$ cat src/rtl/lm07_emu_pkg.sv
// Shared constants, state encoding, frame layout and temperature encoder for the LM07 emulator.
package lm07_emu_pkg;

  localparam int unsigned LM07_FRAME_BITS   = 16;
  localparam int unsigned LM07_CNT_W        = 5;
  localparam int unsigned LM07_MAX_MAG_DFLT = 99;
  localparam logic [1:0]  LM07_ID_BITS_DFLT = 2'b11;

  typedef enum logic [1:0] {
    ST_IDLE  = 2'd0,
    ST_LOAD  = 2'd1,
    ST_SHIFT = 2'd2,
    ST_TAIL  = 2'd3
  } lm07_state_e;

  typedef struct packed {
    logic       sign;
    logic [6:0] mag;
    logic [5:0] rsvd;
    logic [1:0] id;
  } lm07_frame_t;

  typedef struct packed {
    lm07_frame_t word;
    logic        sat;
  } lm07_enc_t;

  // Sign/magnitude encode with clamp; magnitude is 8 bits wide so -128 maps to 128.
  function automatic lm07_enc_t lm07_encode(input logic [7:0] temp,
                                            input logic [7:0] max_mag,
                                            input logic [1:0] id);
    lm07_enc_t  r;
    logic [7:0] mag;
    mag   = temp[7] ? 8'(~temp + 8'd1) : temp;
    r.sat = (mag > max_mag);
    if (r.sat) mag = max_mag;
    r.word.sign = temp[7];
    r.word.mag  = 7'(mag);
    r.word.rsvd = '0;
    r.word.id   = id;
    return r;
  endfunction

endpackage

$ cat src/rtl/lm07_sync_edge.sv
// Multi-flop synchronizer for an asynchronous pin with registered rise/fall pulses.
module lm07_sync_edge #(
  parameter int unsigned SYNC_STAGES = 2
) (
  input  logic SYSCLK,
  input  logic RSTN,
  input  logic din,
  output logic rise,
  output logic fall
);

  logic [SYNC_STAGES-1:0] sync_q, sync_d;
  logic                   rise_q, rise_d;
  logic                   fall_q, fall_d;

  // Edge taken across the last two stages so the pulse lands SYNC_STAGES cycles after the pin.
  always_comb begin
    sync_d = {sync_q[SYNC_STAGES-2:0], din};
    rise_d = ~sync_q[SYNC_STAGES-1] &  sync_q[SYNC_STAGES-2];
    fall_d =  sync_q[SYNC_STAGES-1] & ~sync_q[SYNC_STAGES-2];
  end

  // Chain resets low: a pin already low at reset release never yields a fall pulse.
  always_ff @(posedge SYSCLK or negedge RSTN) begin
    if (!RSTN) begin
      sync_q <= '0;
      rise_q <= 1'b0;
      fall_q <= 1'b0;
    end else begin
      sync_q <= sync_d;
      rise_q <= rise_d;
      fall_q <= fall_d;
    end
  end

  assign rise = rise_q;
  assign fall = fall_q;

endmodule

$ cat src/rtl/lm07_emu.sv
// LM07 temperature-sensor SPI responder: shadow register, frame FSM and MSB-first shifter.
module lm07_emu
  import lm07_emu_pkg::*;
#(
  parameter int unsigned SYNC_STAGES = 2,
  parameter int unsigned MAX_MAG     = LM07_MAX_MAG_DFLT,
  parameter logic [1:0]  ID_BITS     = LM07_ID_BITS_DFLT
) (
  input  logic       SYSCLK,
  input  logic       RSTN,
  input  logic       CS,
  input  logic       SCK,
  output logic       SIO,
  output logic       SIO_OE,
  input  logic [7:0] temp_in,
  input  logic       temp_wr,
  output logic       busy,
  output logic       frame_done,
  output logic       short_frame,
  output logic       sat
);

  localparam lm07_frame_t SHADOW_RST = '{sign: 1'b0, mag: 7'd0, rsvd: 6'd0, id: ID_BITS};
  localparam logic [LM07_CNT_W-1:0] CNT_FULL = LM07_CNT_W'(LM07_FRAME_BITS);
  localparam logic [LM07_CNT_W-1:0] CNT_LAST = LM07_CNT_W'(LM07_FRAME_BITS - 1);

  logic cs_rise, cs_fall, sck_fall, sck_rise_unused;

  lm07_sync_edge #(.SYNC_STAGES(SYNC_STAGES)) u_cs_sync (
    .SYSCLK (SYSCLK),
    .RSTN   (RSTN),
    .din    (CS),
    .rise   (cs_rise),
    .fall   (cs_fall)
  );

  lm07_sync_edge #(.SYNC_STAGES(SYNC_STAGES)) u_sck_sync (
    .SYSCLK (SYSCLK),
    .RSTN   (RSTN),
    .din    (SCK),
    .rise   (sck_rise_unused),
    .fall   (sck_fall)
  );

  lm07_state_e                  state_q, state_d;
  lm07_frame_t                  shadow_q, shadow_d;
  logic [LM07_FRAME_BITS-1:0]   shift_q, shift_d;
  logic [LM07_CNT_W-1:0]        cnt_q, cnt_d;
  logic                         sio_q, sio_d;
  logic                         oe_q, oe_d;
  logic                         busy_q, busy_d;
  logic                         done_q, done_d;
  logic                         short_q, short_d;
  logic                         sat_q, sat_d;
  lm07_enc_t                    enc;

  // Shadow register and sat flag follow temp_wr regardless of frame activity.
  always_comb begin
    enc      = lm07_encode(temp_in, 8'(MAX_MAG), ID_BITS);
    shadow_d = shadow_q;
    sat_d    = sat_q;
    if (temp_wr) begin
      shadow_d = enc.word;
      sat_d    = enc.sat;
    end
  end

  // Frame FSM; a CS rise outranks any same-cycle SCK fall.
  always_comb begin
    state_d = state_q;
    shift_d = shift_q;
    cnt_d   = cnt_q;
    sio_d   = sio_q;
    oe_d    = oe_q;
    busy_d  = busy_q;
    done_d  = 1'b0;
    short_d = 1'b0;
    if ((state_q != ST_IDLE) && cs_rise) begin
      state_d = ST_IDLE;
      sio_d   = 1'b0;
      oe_d    = 1'b0;
      busy_d  = 1'b0;
      done_d  = (cnt_q == CNT_FULL);
      short_d = (cnt_q != CNT_FULL);
    end else begin
      case (state_q)
        ST_IDLE: begin
          sio_d  = 1'b0;
          oe_d   = 1'b0;
          busy_d = 1'b0;
          if (cs_fall) begin
            state_d = ST_LOAD;
            cnt_d   = '0;
            busy_d  = 1'b1;
          end
        end
        ST_LOAD: begin
          shift_d = shadow_q;
          sio_d   = shadow_q.sign;
          oe_d    = 1'b1;
          busy_d  = 1'b1;
          cnt_d   = '0;
          state_d = ST_SHIFT;
        end
        ST_SHIFT: begin
          if (sck_fall) begin
            shift_d = {shift_q[LM07_FRAME_BITS-2:0], 1'b0};
            sio_d   = shift_q[LM07_FRAME_BITS-2];
            cnt_d   = LM07_CNT_W'(cnt_q + 1'b1);
            if (cnt_q == CNT_LAST) begin
              state_d = ST_TAIL;
              sio_d   = 1'b0;
            end
          end
        end
        ST_TAIL: begin
          sio_d = 1'b0;
        end
        default: begin
          state_d = ST_IDLE;
        end
      endcase
    end
  end

  always_ff @(posedge SYSCLK or negedge RSTN) begin
    if (!RSTN) begin
      state_q  <= ST_IDLE;
      shadow_q <= SHADOW_RST;
      shift_q  <= '0;
      cnt_q    <= '0;
      sio_q    <= 1'b0;
      oe_q     <= 1'b0;
      busy_q   <= 1'b0;
      done_q   <= 1'b0;
      short_q  <= 1'b0;
      sat_q    <= 1'b0;
    end else begin
      state_q  <= state_d;
      shadow_q <= shadow_d;
      shift_q  <= shift_d;
      cnt_q    <= cnt_d;
      sio_q    <= sio_d;
      oe_q     <= oe_d;
      busy_q   <= busy_d;
      done_q   <= done_d;
      short_q  <= short_d;
      sat_q    <= sat_d;
    end
  end

  assign SIO         = sio_q;
  assign SIO_OE      = oe_q;
  assign busy        = busy_q;
  assign frame_done  = done_q;
  assign short_frame = short_q;
  assign sat         = sat_q;

endmodule

$ cat config.mk
export PLATFORM = sky130hd
export DESIGN_NAME = lm07_emu
export DESIGN_NICKNAME = d
export VERILOG_FILES = /design/src/rtl/lm07_emu_pkg.sv /design/src/rtl/lm07_sync_edge.sv /design/src/rtl/lm07_emu.sv
export SDC_FILE = /design/constraint.sdc
export NUM_CORES = 1
export LEC_CHECK = 0
export ABC_CLOCK_PERIOD_IN_PS = 1780
export CAP_MARGIN = 20
export CORE_ASPECT_RATIO = 1.2
export CORE_UTILIZATION = 53
export CTS_BUF_LIST = sky130_fd_sc_hd__clkbuf_8
export CTS_CLUSTER_DIAMETER = 120
export DETAILED_ROUTE_END_ITERATION = 6
export GPL_TIMING_DRIVEN = 0
export PLACE_DENSITY_LB_ADDON = 0.05
export SLEW_MARGIN = 20
export SYNTH_ARGS = -nofsm -noshare
export SYNTH_HDL_FRONTEND = slang
export SYNTH_SLANG_ARGS = --single-unit
$ cat constraint.sdc
create_clock -name SYSCLK -period 1.78 [get_ports SYSCLK]
set_clock_uncertainty 0.15 [all_clocks]
set_input_delay 0.356 -clock SYSCLK [delete_from_list [all_inputs] [get_ports SYSCLK]]
set_output_delay 0.356 -clock SYSCLK [all_outputs]
set_load 0.05 [all_outputs]
==> impl_metrics.toml, run 1 <==
[timing]
setup_viol = 4
period_minus_slack_ns = 1.92
layout_setup_ws_ns = -0.141
tightest_slew_ns = 0.514
fin_setup_tns_ns = -0.531
hold_ws_ns = 0.192
drv_slew = 0
finalCritPeriodShare_pct = 108
maxSlewHeadroom_pct = 65.8
rsz0062_at_grt = "yes"
max_freq_ghz = 0.520
hold_violations = 0

[worst_setup_path]
worstPathRequired_ns = 1.82
cp-start-kind = "register"
worstPathArrival_ns = 1.96
path_class = "reg2reg"
cp_max_fo = 4
end_kind = "register"

[yosys]
yosys.area.top_type_share_pct = 50.3
syn_nets = 230
ys_types = 45
synthMuxAreaShare_pct = 5.27
async_flop_share_pct = 100
syn_avg_cell_area_um2 = 10.2
ys_ff_latch = 43
synth_cells = 209
yosys_warnings = 0
synth_xor_area_share_pct = 1.64
synth-edff-count = 0
ys_seq_area_share_pct = 50.3
synth_top_area_cell = "dfrtp_1"
synthAdderAreaFrac_pct = 4.68
synth_top_family_by_area = "compound AO/OA/AOI/OAI gates"
synth_area_leaders = "dfrtp_1 (50%), o21ai_0 (5.6%), nand2_1 (5.3%)"
synth_ff_type = "dfrtp_1"
synth_area_um2 = 2140
synth_compound_area_share_pct = 16.9
synthSimpleGateAreaFrac_pct = 16.7

[cts]
cts-root-buf = "clkbuf_8"
numClockSinks = 43
cts_made_buffers = 5
clk_path_buf_depth = 2
clk_pin_slew_ns = 0.08
clk_latency_ns = 0.29
tritoncts = "done"
cts.htree.levels = 2

[final_layout]
layout_common_cells = "dfrtp_1 (42), nand2_1 (29), buf_4 (24), o21ai_0 (21), inv_1 (11)"
area_growth_pct = 37.7
instances_no_fill = 314
drive_gt1_share_pct = 34.4
final_common_cell = "dfrtp_1"
nets = 282
nFillCells = 231
n_antenna_cell = 0
stdcell_area_um2 = 2950
finish.utilization_pct = 78.5

[floorplanning]
rows = 24
io-pin-count = 19
dieArea_um2 = 4290
initial_core_util_pct = 57.0
core-area_um2 = 3750
fp.dieH_um = 71.6
die_w_um = 60.0

[routing]
wl_per_cell_um = 16.5
final_antenna_net_count = 0
wl_um = 5180
route.detailed.drc = 0
drt-pass1-iter-count = 4
vias = 1759
first_iter_violations = 107
vias_per_cell = 5.60

[grt]
antenna_found_initial = 0
grt.overflow.total = 0
grt_pass1_vias = 1714
grtUsageTotal_pct = 25.2
grt_max_degree = 29
grt_pass1_wl_um = 8060

[place]
dpl.hpwl_um = 2910
gp_congestion = 0.817
place_area_um2 = 2440
dpl.cell_count = 279
numPortBuffers = 17
place_ws_ns = -0.654

[pwr]
ir_drop_mv = 0.877
total_power_mw = 4.43
powerDensity_nw_per_um2 = 1500
power.leakage_nw = 1.30

[job]
maxCapViolCount = 0

[worst_hold_path]
min-delay-path-class = "in2reg"

[outcome]
status = "finished with violations"
violations = "setup timing"
[what timing repair did]
item	CTS	global route
pin swaps	15	10
gates resized for setup	50	25
hold buffers	1	0
gates cloned	0	2
buffers inserted	16	10
hold endpoints to repair	15	0
setup endpoints to repair	34	25
[report_power, final]
group	internal (mW)	leakage (nW)	total, mW	switching, mW
clock network	0.348	0.0557	0.672	0.323
registers	1.20	0.540	1.35	0.150
logic	1.21	0.708	2.41	1.20
total	2.75	1.30	4.43	1.67
[flip-flops by register name (all words and copies together), names as in the netlist, 2 cells and up]
signal             count
cnt_q                  5
shadow_q               8
shift_q               15
state_q                2
u_cs_sync.sync_q       2
u_sck_sync.sync_q      2
[per-layer routing]
metal	routed length [um]	global-route usage (%)
met1	2260	33.3
met2	2750	42.5
met3	120	4.33
met4	59	6.98
met5	0	0
[cells in the mapped netlist (5+ instances only)]
cell type	instances
ha_1	8
nor2b_1	10
clkbuf_1	6
inv_1	15
nand2_1	30
nand3_1	7
dfrtp_1	43
o21ai_0	24
mux2i_1	9
nor2_1	5
[critical path: stages, from the launching register on]
cell	delay, ns
dfrtp_2	0.46
inv_4	0.07
ha_4	0.18
nor2b_4	0.22
nor3_4	0.07
a211oi_2	0.22
o21ai_2	0.12
buf_4	0.15
a22o_1	0.17
[layout make-up]
cell class                 instances  area [um2]  share of cell area (%)
multi-input combinational        143        1180                    40.1
timing repair buffer              46         408                    13.8
clock inverter                     1        3.75                   0.127
inverter                          15        58.8                    2.00
clock buffer                       7        96.3                    3.27
sequential                        43        1080                    36.6
buffer                             7        56.3                    1.91
tap                               52        65.1                    2.21
[kinds of logic after synthesis]
| group | Yosys count |
|---|---|
| xor gates and xnor gates | 4 |
| adders and majority gates | 8 |
| muxes | 11 |
| DFF | 43 |
| and+or+nand+nor | 68 |
| AOI/OAI and AO/OA | 52 |
| buffers and inverters | 23 |
[path summary, 6_finish.rpt]
kind	start	endpoint	slack, ns	cells past startpoint
min in group asynchronous	RSTN	short_frame	0.38	2
worst min-delay path	temp_in[0]	shadow_q[8]	0.19	2
worst max-delay path	state_q[1]	state_q[1]	-0.14	8
max in group asynchronous	RSTN	shift_q[4]	0.63	3
worst max register to register	state_q[1]	state_q[1]	-0.14	8
worst min register to register	u_sck_sync.sync_q[0]	u_sck_sync.sync_q[1]	0.23	0
Power figures use the tool's default switching activity.
==> run 2, diff against run 1 <==
Settings changed: SKIP_LAST_GASP from default to 1.
==> run 2 against run 1 <==
  * The run still ends with setup timing left
  * Worst setup slack better by 0.033 ns
  * Utilization fell by 2.7 points
  * Sequential share of layout area is 1.3 points higher
  * First-iteration DRC count rose by 4.7%
  * Sequential power about the same
  * Final area down 3.4%
  * Sequential cell count unchanged
  * Wire length is 8.4% lower
  * Combinational power shrank 16%
  * Register-to-register slack better by 0.03 ns
  * Non-clock buffer count down 7
  * Clock power about the same
  * Largest cell class unchanged
==> impl_metrics.toml, run 2 (synthesized netlist as in run 1, its figures left out) <==
[timing]
setup_viol = 4
layout_setup_ws_ns = -0.108
max_freq_ghz = 0.530
period_minus_slack_ns = 1.89
maxSlewHeadroom_pct = 65.6
tightest_slew_ns = 0.518
rsz0062_at_grt = "yes"
drv_slew = 0
finalCritPeriodShare_pct = 106
hold_violations = 0

[worst_hold_path]
hold_depth = 2
min-delay-path-class = "in2reg"
holdPathEnd = "shadow_q[8]"
hold_path.startpoint = "temp_in[0]"

[cts]
cts_made_buffers = 5
numClockSinks = 43
cts-root-buf = "clkbuf_8"
clk_pin_slew_ns = 0.08
tritoncts = "done"
clk_path_buf_depth = 2
clk_latency_ns = 0.30
cts.htree.levels = 2

[grt]
grtUsageTotal_pct = 24.7
grt_pass1_vias = 1702
grt.overflow.total = 0
grt_use_met2_pct = 40.5
grt_max_degree = 29
grt_pass1_wl_um = 7930
grt_util_met1_pct = 32.5
globalRouteMet3Util_pct = 4.87
antenna_found_initial = 0
top_usage_layer = "met2"

[final_layout]
largestRegisters = "shift_q (15), shadow_q (8), cnt_q (5)"
drive_gt1_share_pct = 31.8
instances_no_fill = 307
layout_common_cells = "dfrtp_1 (42), nand2_1 (30), o21ai_0 (23), buf_4 (19), inv_1 (11)"
nets = 275
largest_reg_flops = 15
largest_register = "shift_q"
area_growth_pct = 33.1
n_antenna_cell = 0
final_common_cell = "dfrtp_1"
finish.utilization_pct = 75.8

[routing]
wl_per_cell_um = 15.5
drt-pass1-iter-count = 4
vias_per_cell = 5.57
vias = 1711
first_iter_violations = 112
wl_um = 4750
final_antenna_net_count = 0
route.detailed.drc = 0

[place]
dpl.hpwl_um = 2910
numPortBuffers = 17
dpl.cell_count = 279
gp_congestion = 0.817

[floorplanning]
io-pin-count = 19
die_w_um = 60.0
fp.dieH_um = 71.6
initial_core_util_pct = 57.0
core-area_um2 = 3750
dieArea_um2 = 4290
rows = 24

[outcome]
violations = "setup timing"
status = "finished with violations"

[worst_setup_path]
crit_path_max_incr_delay_ns = 0.58
reg2reg_to = "cnt_q[3]"
worstPathArrival_ns = 1.97
crit_buf_inv = 1
worstPathRequired_ns = 1.86
worst-r2r-setup-slack_ns = -0.11
crit_chain = "inv_2 > ha_4 > nor2b_4 > or4_4 > nor3_2 > a21oi_1 > o21ai_1"
path_class = "reg2reg"
cp-start-kind = "register"
path_delay_family = "simple AND/OR/NAND/NOR gates"
end_kind = "register"
slowest_stage = "or4_4"
cp_max_fo = 4
r2r_cells = 7
regToRegStartpoint = "state_q[1]"

[pwr]
total_power_mw = 4.03
power.leakage_nw = 1.25
powerDensity_nw_per_um2 = 1420
ir_drop_mv = 0.886

[job]
maxCapViolCount = 0
-- run 2: metrics by stage --
step	worst slack [ns]	cell area [um2]	hold WS, ns	setup TNS (ns)
2_1_floorplan	-0.109	2190	-0.0896	-0.234
3_3_place_gp	-0.937	2430	0.215	-41.66
4_1_cts	-0.124	2790	0.242	-0.232
6_report	-0.108	2850	0.194	-0.414
5_1_grt	-0.187	2850	0.199	-0.656
3_5_place_dp	-0.654	2440	0.142	-9.25
-- run 2: power by group --
group / total (mW) / switching [mW] / internal, mW
logic: 2.03 / 1.09 / 0.939
registers: 1.33 / 0.134 / 1.20
clock network: 0.672 / 0.324 / 0.348
-- run 2: area by class of cell --
class | instances | area (um2)
plain buffers | 7 | 52.6
clock buffers | 7 | 96.3
clock inverters | 1 | 3.75
fillers | 245 | 908
inverters | 15 | 56.3
multi-input cells | 143 | 1170
flip-flops and latches | 43 | 1080
well taps | 52 | 65.1
repair buffers | 39 | 320
-- run 2: worst max path at each step --
stage | from | endpoint | slack, ns | cells after the start
2_1_floorplan | state_q[0] | cnt_q[3] | -0.11 | 8
3_3_place_gp | RSTN | state_q[1] | -0.94 | 1
3_5_place_dp | temp_in[0] | shadow_q[8] | -0.65 | 8
4_1_cts | state_q[1] | cnt_q[3] | -0.12 | 7
5_1_grt | state_q[1] | cnt_q[3] | -0.19 | 7
6_report | state_q[1] | cnt_q[3] | -0.11 | 7
-- run 2: layer usage --
metal	part of all wire (%)	routed length, um	vias up
met5	0	0	-
met1	44	2090	847
met2	52	2470	34
met3	2.7	130	7
met4	1.2	59	0
li1	-	-	823
-- run 2: repair_timing --
| action | in CTS | in global routing |
|---|---|---|
| resized for setup | 48 | 21 |
| setup endpoints to repair | 34 | 26 |
| buffers inserted | 16 | 4 |
| pin swaps | 15 | 10 |
| hold buffers | 1 | 0 |
| hold endpoints to repair | 15 | 0 |
